**src/rtl/debug_pkg.sv**
```systemverilog
`default_nettype none
// ============================================================================
//  Module   : debug_pkg
//  Purpose  : Shared constants, state encodings and byte-select helper for
//             the register-dump UART transmitter.
//  Revision : 1.0  initial release
// ============================================================================
package debug_pkg;

    // 50 MHz pipeline clock / 115200 baud
    localparam int c_CLKS_PER_BIT_DEFAULT = 434;
    localparam int c_BYTES_PER_REG        = 4;

    // State encodings shared by the sequencer (IDLE/LOAD/SEND/FIN)
    // and the byte serialiser (IDLE/START/DATA/STOP).
    localparam logic [2:0] c_ST_IDLE  = 3'd0;
    localparam logic [2:0] c_ST_LOAD  = 3'd1;
    localparam logic [2:0] c_ST_START = 3'd2;
    localparam logic [2:0] c_ST_DATA  = 3'd3;
    localparam logic [2:0] c_ST_STOP  = 3'd4;
    localparam logic [2:0] c_ST_SEND  = 3'd5;
    localparam logic [2:0] c_ST_FIN   = 3'd6;

    // Byte idx of a 32-bit word, most significant byte first (idx 0 = [31:24]).
    function automatic logic [7:0] reg_byte(input logic [31:0] i_word,
                                            input logic [1:0]  i_idx);
        logic [7:0] r;
        case (i_idx)
            2'd0:    r = i_word[31:24];
            2'd1:    r = i_word[23:16];
            2'd2:    r = i_word[15:8];
            default: r = i_word[7:0];
        endcase
        return r;
    endfunction

endpackage
`default_nettype wire

```
**src/rtl/uart_tx_byte.sv**
```systemverilog
`default_nettype none
// ============================================================================
//  Module   : uart_tx_byte
//  Purpose  : 8N1 byte serialiser. A tx_start accepted in the last cycle of
//             a stop bit chains the next frame with no idle gap.
//  Revision : 1.0  initial release
// ============================================================================
module uart_tx_byte
    import debug_pkg::*;
#(
    parameter int CLKS_PER_BIT = c_CLKS_PER_BIT_DEFAULT
) (
    input  logic       clk,
    input  logic       reset,
    input  logic       tx_start,
    input  logic [7:0] tx_data,
    output logic       tx,
    output logic       tx_done
);

    localparam int                 c_CNT_W     = (CLKS_PER_BIT > 1) ? $clog2(CLKS_PER_BIT) : 1;
    localparam logic [c_CNT_W-1:0] c_BAUD_LAST = c_CNT_W'(CLKS_PER_BIT - 1);

    logic [2:0]         r_state;
    logic [2:0]         w_next_state;
    logic [c_CNT_W-1:0] r_baud;
    logic [2:0]         r_bit;
    logic [7:0]         r_shift;
    logic               w_bit_end;
    logic               w_load;

    assign w_bit_end = (r_baud == c_BAUD_LAST);
    // A new byte is taken when idle or exactly as the current stop bit ends.
    assign w_load    = tx_start && ((r_state == c_ST_IDLE) ||
                                    ((r_state == c_ST_STOP) && w_bit_end));

    // State register
    always_ff @(posedge clk) begin
        if (reset) begin
            r_state <= c_ST_IDLE;
        end else begin
            r_state <= w_next_state;
        end
    end

    // Next-state logic: advance one frame phase per completed bit period
    always_comb begin
        w_next_state = r_state;
        case (r_state)
            c_ST_IDLE:  if (tx_start) w_next_state = c_ST_START;
            c_ST_START: if (w_bit_end) w_next_state = c_ST_DATA;
            c_ST_DATA:  if (w_bit_end && (r_bit == 3'd7)) w_next_state = c_ST_STOP;
            c_ST_STOP:  if (w_bit_end) w_next_state = tx_start ? c_ST_START : c_ST_IDLE;
            default:    w_next_state = c_ST_IDLE;
        endcase
    end

    // Baud counter, bit counter and shift register
    always_ff @(posedge clk) begin
        if (reset) begin
            r_baud  <= '0;
            r_bit   <= '0;
            r_shift <= '0;
        end else if (w_load) begin
            r_baud  <= '0;
            r_bit   <= '0;
            r_shift <= tx_data;
        end else if (r_state == c_ST_IDLE) begin
            r_baud  <= '0;
        end else if (w_bit_end) begin
            r_baud <= '0;
            if (r_state == c_ST_DATA) begin
                r_shift <= {1'b0, r_shift[7:1]};
                r_bit   <= r_bit + 3'd1;
            end
        end else begin
            r_baud <= r_baud + c_CNT_W'(1);
        end
    end

    // Line output and end-of-frame strobe
    always_comb begin
        tx      = 1'b1;
        tx_done = 1'b0;
        case (r_state)
            c_ST_START: tx = 1'b0;
            c_ST_DATA:  tx = r_shift[0];
            c_ST_STOP:  tx_done = w_bit_end;
            default:    tx = 1'b1;
        endcase
    end

endmodule
`default_nettype wire

```
**src/rtl/reg_dump_uart_tx.sv**
```systemverilog
`default_nettype none
// ============================================================================
//  Module   : reg_dump_uart_tx
//  Purpose  : Dumps NUM_REGS 32-bit registers (4 bytes each, MSB first) over
//             an 8N1 UART line on a single dump_start pulse.
//  Revision : 1.0  initial release
// ============================================================================
module reg_dump_uart_tx
    import debug_pkg::*;
#(
    parameter int CLKS_PER_BIT = c_CLKS_PER_BIT_DEFAULT,
    parameter int NUM_REGS     = 32
) (
    input  logic        clk,
    input  logic        reset,
    input  logic        dump_start,
    output logic [4:0]  reg_sel,
    input  logic [31:0] reg_data,
    output logic        tx,
    output logic        busy,
    output logic        done
);

    localparam logic [4:0] c_LAST_SEL  = 5'(NUM_REGS - 1);
    localparam logic [1:0] c_LAST_BYTE = 2'(c_BYTES_PER_REG - 1);

    logic [2:0]  r_state;
    logic [2:0]  w_next_state;
    logic [4:0]  r_sel;
    logic [1:0]  r_byte;
    logic [31:0] r_sh;
    logic        w_tx_start;
    logic [7:0]  w_tx_data;
    logic        w_tx_done;
    logic        w_reg_end;

    assign w_reg_end = w_tx_done && (r_byte == c_LAST_BYTE);
    assign reg_sel   = r_sel;

    // State register
    always_ff @(posedge clk) begin
        if (reset) begin
            r_state <= c_ST_IDLE;
        end else begin
            r_state <= w_next_state;
        end
    end

    // Next-state logic: sequence registers and bytes around the serialiser
    always_comb begin
        w_next_state = r_state;
        case (r_state)
            c_ST_IDLE: if (dump_start) w_next_state = c_ST_LOAD;
            c_ST_LOAD: w_next_state = c_ST_SEND;
            c_ST_SEND: if (w_reg_end) w_next_state = (r_sel < c_LAST_SEL) ? c_ST_LOAD : c_ST_FIN;
            c_ST_FIN:  w_next_state = c_ST_IDLE;
            default:   w_next_state = c_ST_IDLE;
        endcase
    end

    // Register index, byte index and the register snapshot
    always_ff @(posedge clk) begin
        if (reset) begin
            r_sel  <= '0;
            r_byte <= '0;
            r_sh   <= '0;
        end else begin
            case (r_state)
                c_ST_IDLE: begin
                    if (dump_start) begin
                        r_sel  <= '0;
                        r_byte <= '0;
                    end
                end
                c_ST_LOAD: r_sh <= reg_data;
                c_ST_SEND: begin
                    if (w_tx_done) begin
                        if (r_byte != c_LAST_BYTE) begin
                            r_byte <= r_byte + 2'd1;
                        end else if (r_sel < c_LAST_SEL) begin
                            r_sel  <= r_sel + 5'd1;
                            r_byte <= '0;
                        end
                    end
                end
                c_ST_FIN: begin
                    r_sel  <= '0;
                    r_byte <= '0;
                end
                default: ;
            endcase
        end
    end

    // Outputs: serialiser feed, busy and done
    always_comb begin
        w_tx_start = 1'b0;
        w_tx_data  = reg_byte(r_sh, r_byte + 2'd1);
        busy       = 1'b0;
        done       = 1'b0;
        case (r_state)
            c_ST_LOAD: begin
                // Same value that r_sh captures on this edge.
                w_tx_start = 1'b1;
                w_tx_data  = reg_data[31:24];
                busy       = 1'b1;
            end
            c_ST_SEND: begin
                w_tx_start = w_tx_done && (r_byte != c_LAST_BYTE);
                busy       = 1'b1;
            end
            c_ST_FIN: done = 1'b1;
            default: ;
        endcase
    end

    uart_tx_byte #(
        .CLKS_PER_BIT (CLKS_PER_BIT)
    ) u_ser (
        .clk      (clk),
        .reset    (reset),
        .tx_start (w_tx_start),
        .tx_data  (w_tx_data),
        .tx       (tx),
        .tx_done  (w_tx_done)
    );

endmodule
`default_nettype wire

```
**config.mk**
```make
export PLATFORM = sky130hd
export DESIGN_NAME = reg_dump_uart_tx
export DESIGN_NICKNAME = d
export VERILOG_FILES = /design/src/rtl/debug_pkg.sv /design/src/rtl/uart_tx_byte.sv /design/src/rtl/reg_dump_uart_tx.sv
export SDC_FILE = /design/constraint.sdc
export NUM_CORES = 1
export LEC_CHECK = 0
export BUFFER_PORTS_ARGS = -buffer_cell sky130_fd_sc_hd__buf_2
export CAP_MARGIN = 20
export CORE_MARGIN = 2
export CORE_UTILIZATION = 60
export CTS_CLUSTER_SIZE = 12
export DETAILED_ROUTE_END_ITERATION = 6
export PLACE_DENSITY = 0.83
export SKIP_CTS_REPAIR_TIMING = 1
export SYNTH_ARGS = -nofsm -noshare
export SYNTH_HDL_FRONTEND = slang
export SYNTH_SLANG_ARGS = --single-unit
```
**constraint.sdc**
```tcl
create_clock -name clk -period 5.56 [get_ports clk]
set_input_delay 1.39 -clock clk [delete_from_list [all_inputs] [get_ports clk]]
set_output_delay 1.39 -clock clk [all_outputs]
set_load 0.005 [all_outputs]
```
==> qor.log <==
INFO  sta            worstMarginPinSlew=0.918ns
INFO  synthesis      yosysSeqAreaShare=0.416
INFO  sta            timing.setup.tns=0ns
INFO  worst_setup_path crit-reg2reg-launch=u_ser.r_baud[6]
INFO  hold_path      startpoint_of_the_lowest_slack_hold_path=r_sh[9]
INFO  finish         final_core_util=0.700
INFO  detailed_routing detail_route.drc_violations=0
INFO  sta            timing.final.setup_violations=0
INFO  finish         fillers=435
INFO  finish         diode_insertion_count_for_antenna_repair=0
INFO  synthesis      synthesis.instances=375
INFO  worst_setup_path arrival=1.29ns
INFO  die            dieHeight=76.2µm
INFO  cts            cts.root.buffer_cell=sky130_fd_sc_hd__clkbuf_8
INFO  global_routing vias_in_the_first_global_route=2486
INFO  cts            clk_pin_slew=0.08ns
INFO  die            die_width=76.2µm
INFO  worst_setup_path timing.critical_path.from_type=flip-flop
INFO  flow_run       total_of_max_cap_violations=0
INFO  worst_setup_path critical_path_start=r_state[2]
INFO  detailed_routing drt-vias-per-instance=5.69
INFO  detailed_routing ant_nets=0
INFO  synthesis      number_of_synthesized_flops_with_an_enable_pin=0
INFO  hold_path      worstHoldPathType=reg -> reg
INFO  detailed_routing drt-wirelength-per-cell=14.1µm
INFO  sta            grt_setup_unrepaired=false
INFO  cts            clock_tree_from_tritoncts=built
INFO  cts            clkLatencyLatePin=0.35ns
INFO  finish         layout.cells.most_common=sky130_fd_sc_hd__nand2_1
INFO  die            placement_rows=26
INFO  pwr            power.density_cell_area=303mW/mm²
INFO  placement      io_buffer_count=42
INFO  outcome        run_status=finished clean
INFO  sta            timing.final.max_slew_violations=0
INFO  synthesis      mappedNetlistNets=420
INFO  pwr            worst_ir_drop_vdd=0.185mV
INFO  global_routing grt_max_degree=52
INFO  global_routing grt-ovfl-total=0
INFO  worst_setup_path criticalPathCategory=reg -> out
INFO  detailed_routing 1st_pass_router_iterations=6
INFO  sta            report.final.hold_viol_count=0
INFO  sta            clock_skew=0.00887ns
INFO  die            fp.dieArea=0.00581mm²
INFO  sta            post-route-worst-setup-slack=2.88ns
INFO  synthesis      postSynthRegisterBits=65
INFO  detailed_routing via_count=2748
INFO  sta            timing.final.crit_share=0.483
INFO  global_routing grt.total_usage=0.244
INFO  global_routing number_of_antenna_violations_at_the_first_check_in_global_routing=0
INFO  die            placeableCoreArea=0.00507mm²
INFO  worst_setup_path crit_path_max_incr_delay=0.56ns
INFO  cts            depth_of_the_cts_h_tree=3
INFO  pwr            leakage=0.00134µW
INFO  sta            minimum_clock_period=2.68ns
INFO  worst_setup_path cp_max_fo=12
INFO  die            boundary_pin_count=43
INFO  finish         layout-drive-gt1-share=0.196
INFO  sta            fmax=372MHz
INFO  sta            timing.max_slew.rel_slack=0.388
INFO  worst_setup_path critical-path-top-delay-family=flip-flops
INFO  synthesis      cell_area_after_synthesis=0.00313mm²
INFO  placement      placed_area=0.00335mm²
INFO  finish         stdcell_area=0.00355mm²
INFO  synthesis      yosysWarnings=0
INFO  placement      dpl_worst_slack=2.83ns
INFO  synthesis      synth_flop_cell=sky130_fd_sc_hd__dfxtp_1
INFO  cts            cts.sink_count=65
INFO  worst_setup_path cp_slowest_cell=sky130_fd_sc_hd__dfxtp_1
INFO  worst_setup_path endpoint_kind=primary output
INFO  synthesis      synthDistinctLibCells=58
INFO  finish         layout.cells.most_common_list=sky130_fd_sc_hd__nand2_1 (86), sky130_fd_sc_hd__dfxtp_1 (65), sky130_fd_sc_hd__a21oi_1 (45)
INFO  global_routing global_route_wire_length_before_repair=11.5mm
INFO  worst_setup_path path_cells=nand2_1 -> nor2_1 -> buf_2
INFO  placement      post-dp-hpwl=4.61mm
INFO  worst_setup_path worstPathBufferInverterCount=1
INFO  finish         finish.net_count=453
INFO  placement      finalWeightedCongestion=0.799
INFO  detailed_routing routed_wl=6.83mm
INFO  finish         syn_to_final_growth=13.5%
INFO  worst_setup_path cp_data_required_time=4.17ns
INFO  synthesis      synth_async_sr_flop_share=0
INFO  cts            clock_tree.buffer_depth=2
INFO  cts            tritoncts.num_buffers=9
INFO  synthesis      synth_area_per_cell=8.34µm²
INFO  detailed_routing drt_iter0_drc=182
INFO  die            floorplan.initialDensity=0.616
## layout make-up
cell class | instances | area (µm²) | share of cell area
Tap cell | 70 | 87.6 | 0.0247
Sequential cell | 65 | 1300 | 0.366
Inverter | 7 | 26.3 | 0.00740
Clock buffer | 9 | 124 | 0.0349
Multi-Input combinational cell | 280 | 1710 | 0.481
Clock inverter | 7 | 70.1 | 0.0197
Timing Repair Buffer | 45 | 233 | 0.0655
## synth_stat cells, types with 2 or more instances
cell	number	share of area
sky130_fd_sc_hd__a211oi_1	13	0.031
sky130_fd_sc_hd__a21oi_1	45	0.072
sky130_fd_sc_hd__a21oi_2	3	0.0084
sky130_fd_sc_hd__a221oi_1	2	0.0056
sky130_fd_sc_hd__a222oi_1	8	0.026
sky130_fd_sc_hd__and2_1	7	0.014
sky130_fd_sc_hd__and3b_1	2	0.0056
sky130_fd_sc_hd__clkbuf_1	22	0.026
sky130_fd_sc_hd__dfxtp_1	65	0.42
sky130_fd_sc_hd__ha_1	10	0.040
sky130_fd_sc_hd__inv_1	6	0.0072
sky130_fd_sc_hd__mux2i_1	9	0.029
sky130_fd_sc_hd__nand2_1	86	0.10
sky130_fd_sc_hd__nand2b_1	3	0.0060
sky130_fd_sc_hd__nand3_1	4	0.0064
sky130_fd_sc_hd__nand3b_1	2	0.0048
sky130_fd_sc_hd__nor2_1	22	0.026
sky130_fd_sc_hd__nor2b_1	2	0.0040
sky130_fd_sc_hd__nor3b_1	4	0.0096
sky130_fd_sc_hd__nor4_1	2	0.0040
sky130_fd_sc_hd__o21ai_0	2	0.0032
sky130_fd_sc_hd__o21ai_1	8	0.013
sky130_fd_sc_hd__or2_2	3	0.0060
sky130_fd_sc_hd__or3b_1	2	0.0056
sky130_fd_sc_hd__xnor2_1	8	0.022
sky130_fd_sc_hd__xor2_1	3	0.0084
## worst paths after layout
check | cells after the start | end | slack, ns
worst min register to register | 2 | r_sh[9] | 0.46
worst min-delay path | 2 | r_sh[9] | 0.46
worst max register to register | 5 | u_ser.r_shift[1] | 3.36
worst max-delay path | 3 | done | 2.88
## state kept, by name, summed over array words and instances (netlist names)
signal         cells
u_ser.r_state      3
u_ser.r_baud       9
u_ser.r_shift      8
u_ser.r_bit        3
r_sh              32
reg_sel            5
r_byte             2
r_state            3
## per-stage QoR
stage / std cells / hold slack (ns) / total power [µW]
5_1_grt: 483 / 0.482 / 1130
4_1_cts: 482 / 0.459 / 1080
2_1_floorplan: 375 / 0.436 / 640
6_report: 483 / 0.459 / 1070
3_5_place_dp: 466 / 0.448 / 685
3_3_place_gp: 466 / 0.441 / 680
## logic make-up (layout without fill, tap and decap cells)
family                     after synthesis  after routing  share of synthesized area
muxes                                    9              9                     0.0288
xor gates and xnor gates                11             11                     0.0308
AOI/OAI and AO/OA                       95             95                      0.202
DFF                                     65             65                      0.416
buffers and inverters                   30             68                     0.0384
and+or+nand+nor                        155            155                      0.244
adders and majority gates               10             10                     0.0400
## where the power goes
group	leakage [µW]	total, µW	internal (µW)	switching, µW
registers	0.000530	524	499	24.9
logic	0.000714	156	64.0	91.9
clock network	0.0000994	395	207	189
## metal layers
metal	share of wire	track usage
met2	0.46	0.354
met5	0	0
met1	0.47	0.353
met3	0.050	0.0509
met4	0.020	0.100
## worst register-to-register path: cells and delay by family (launching register included)
family	cells	cell delay (ns)
compound gates	1	0.09
flops	1	0.35
mux	1	0.27
simple gates	3	1.35
No activity file was read; power rests on OpenSTA's default activity.
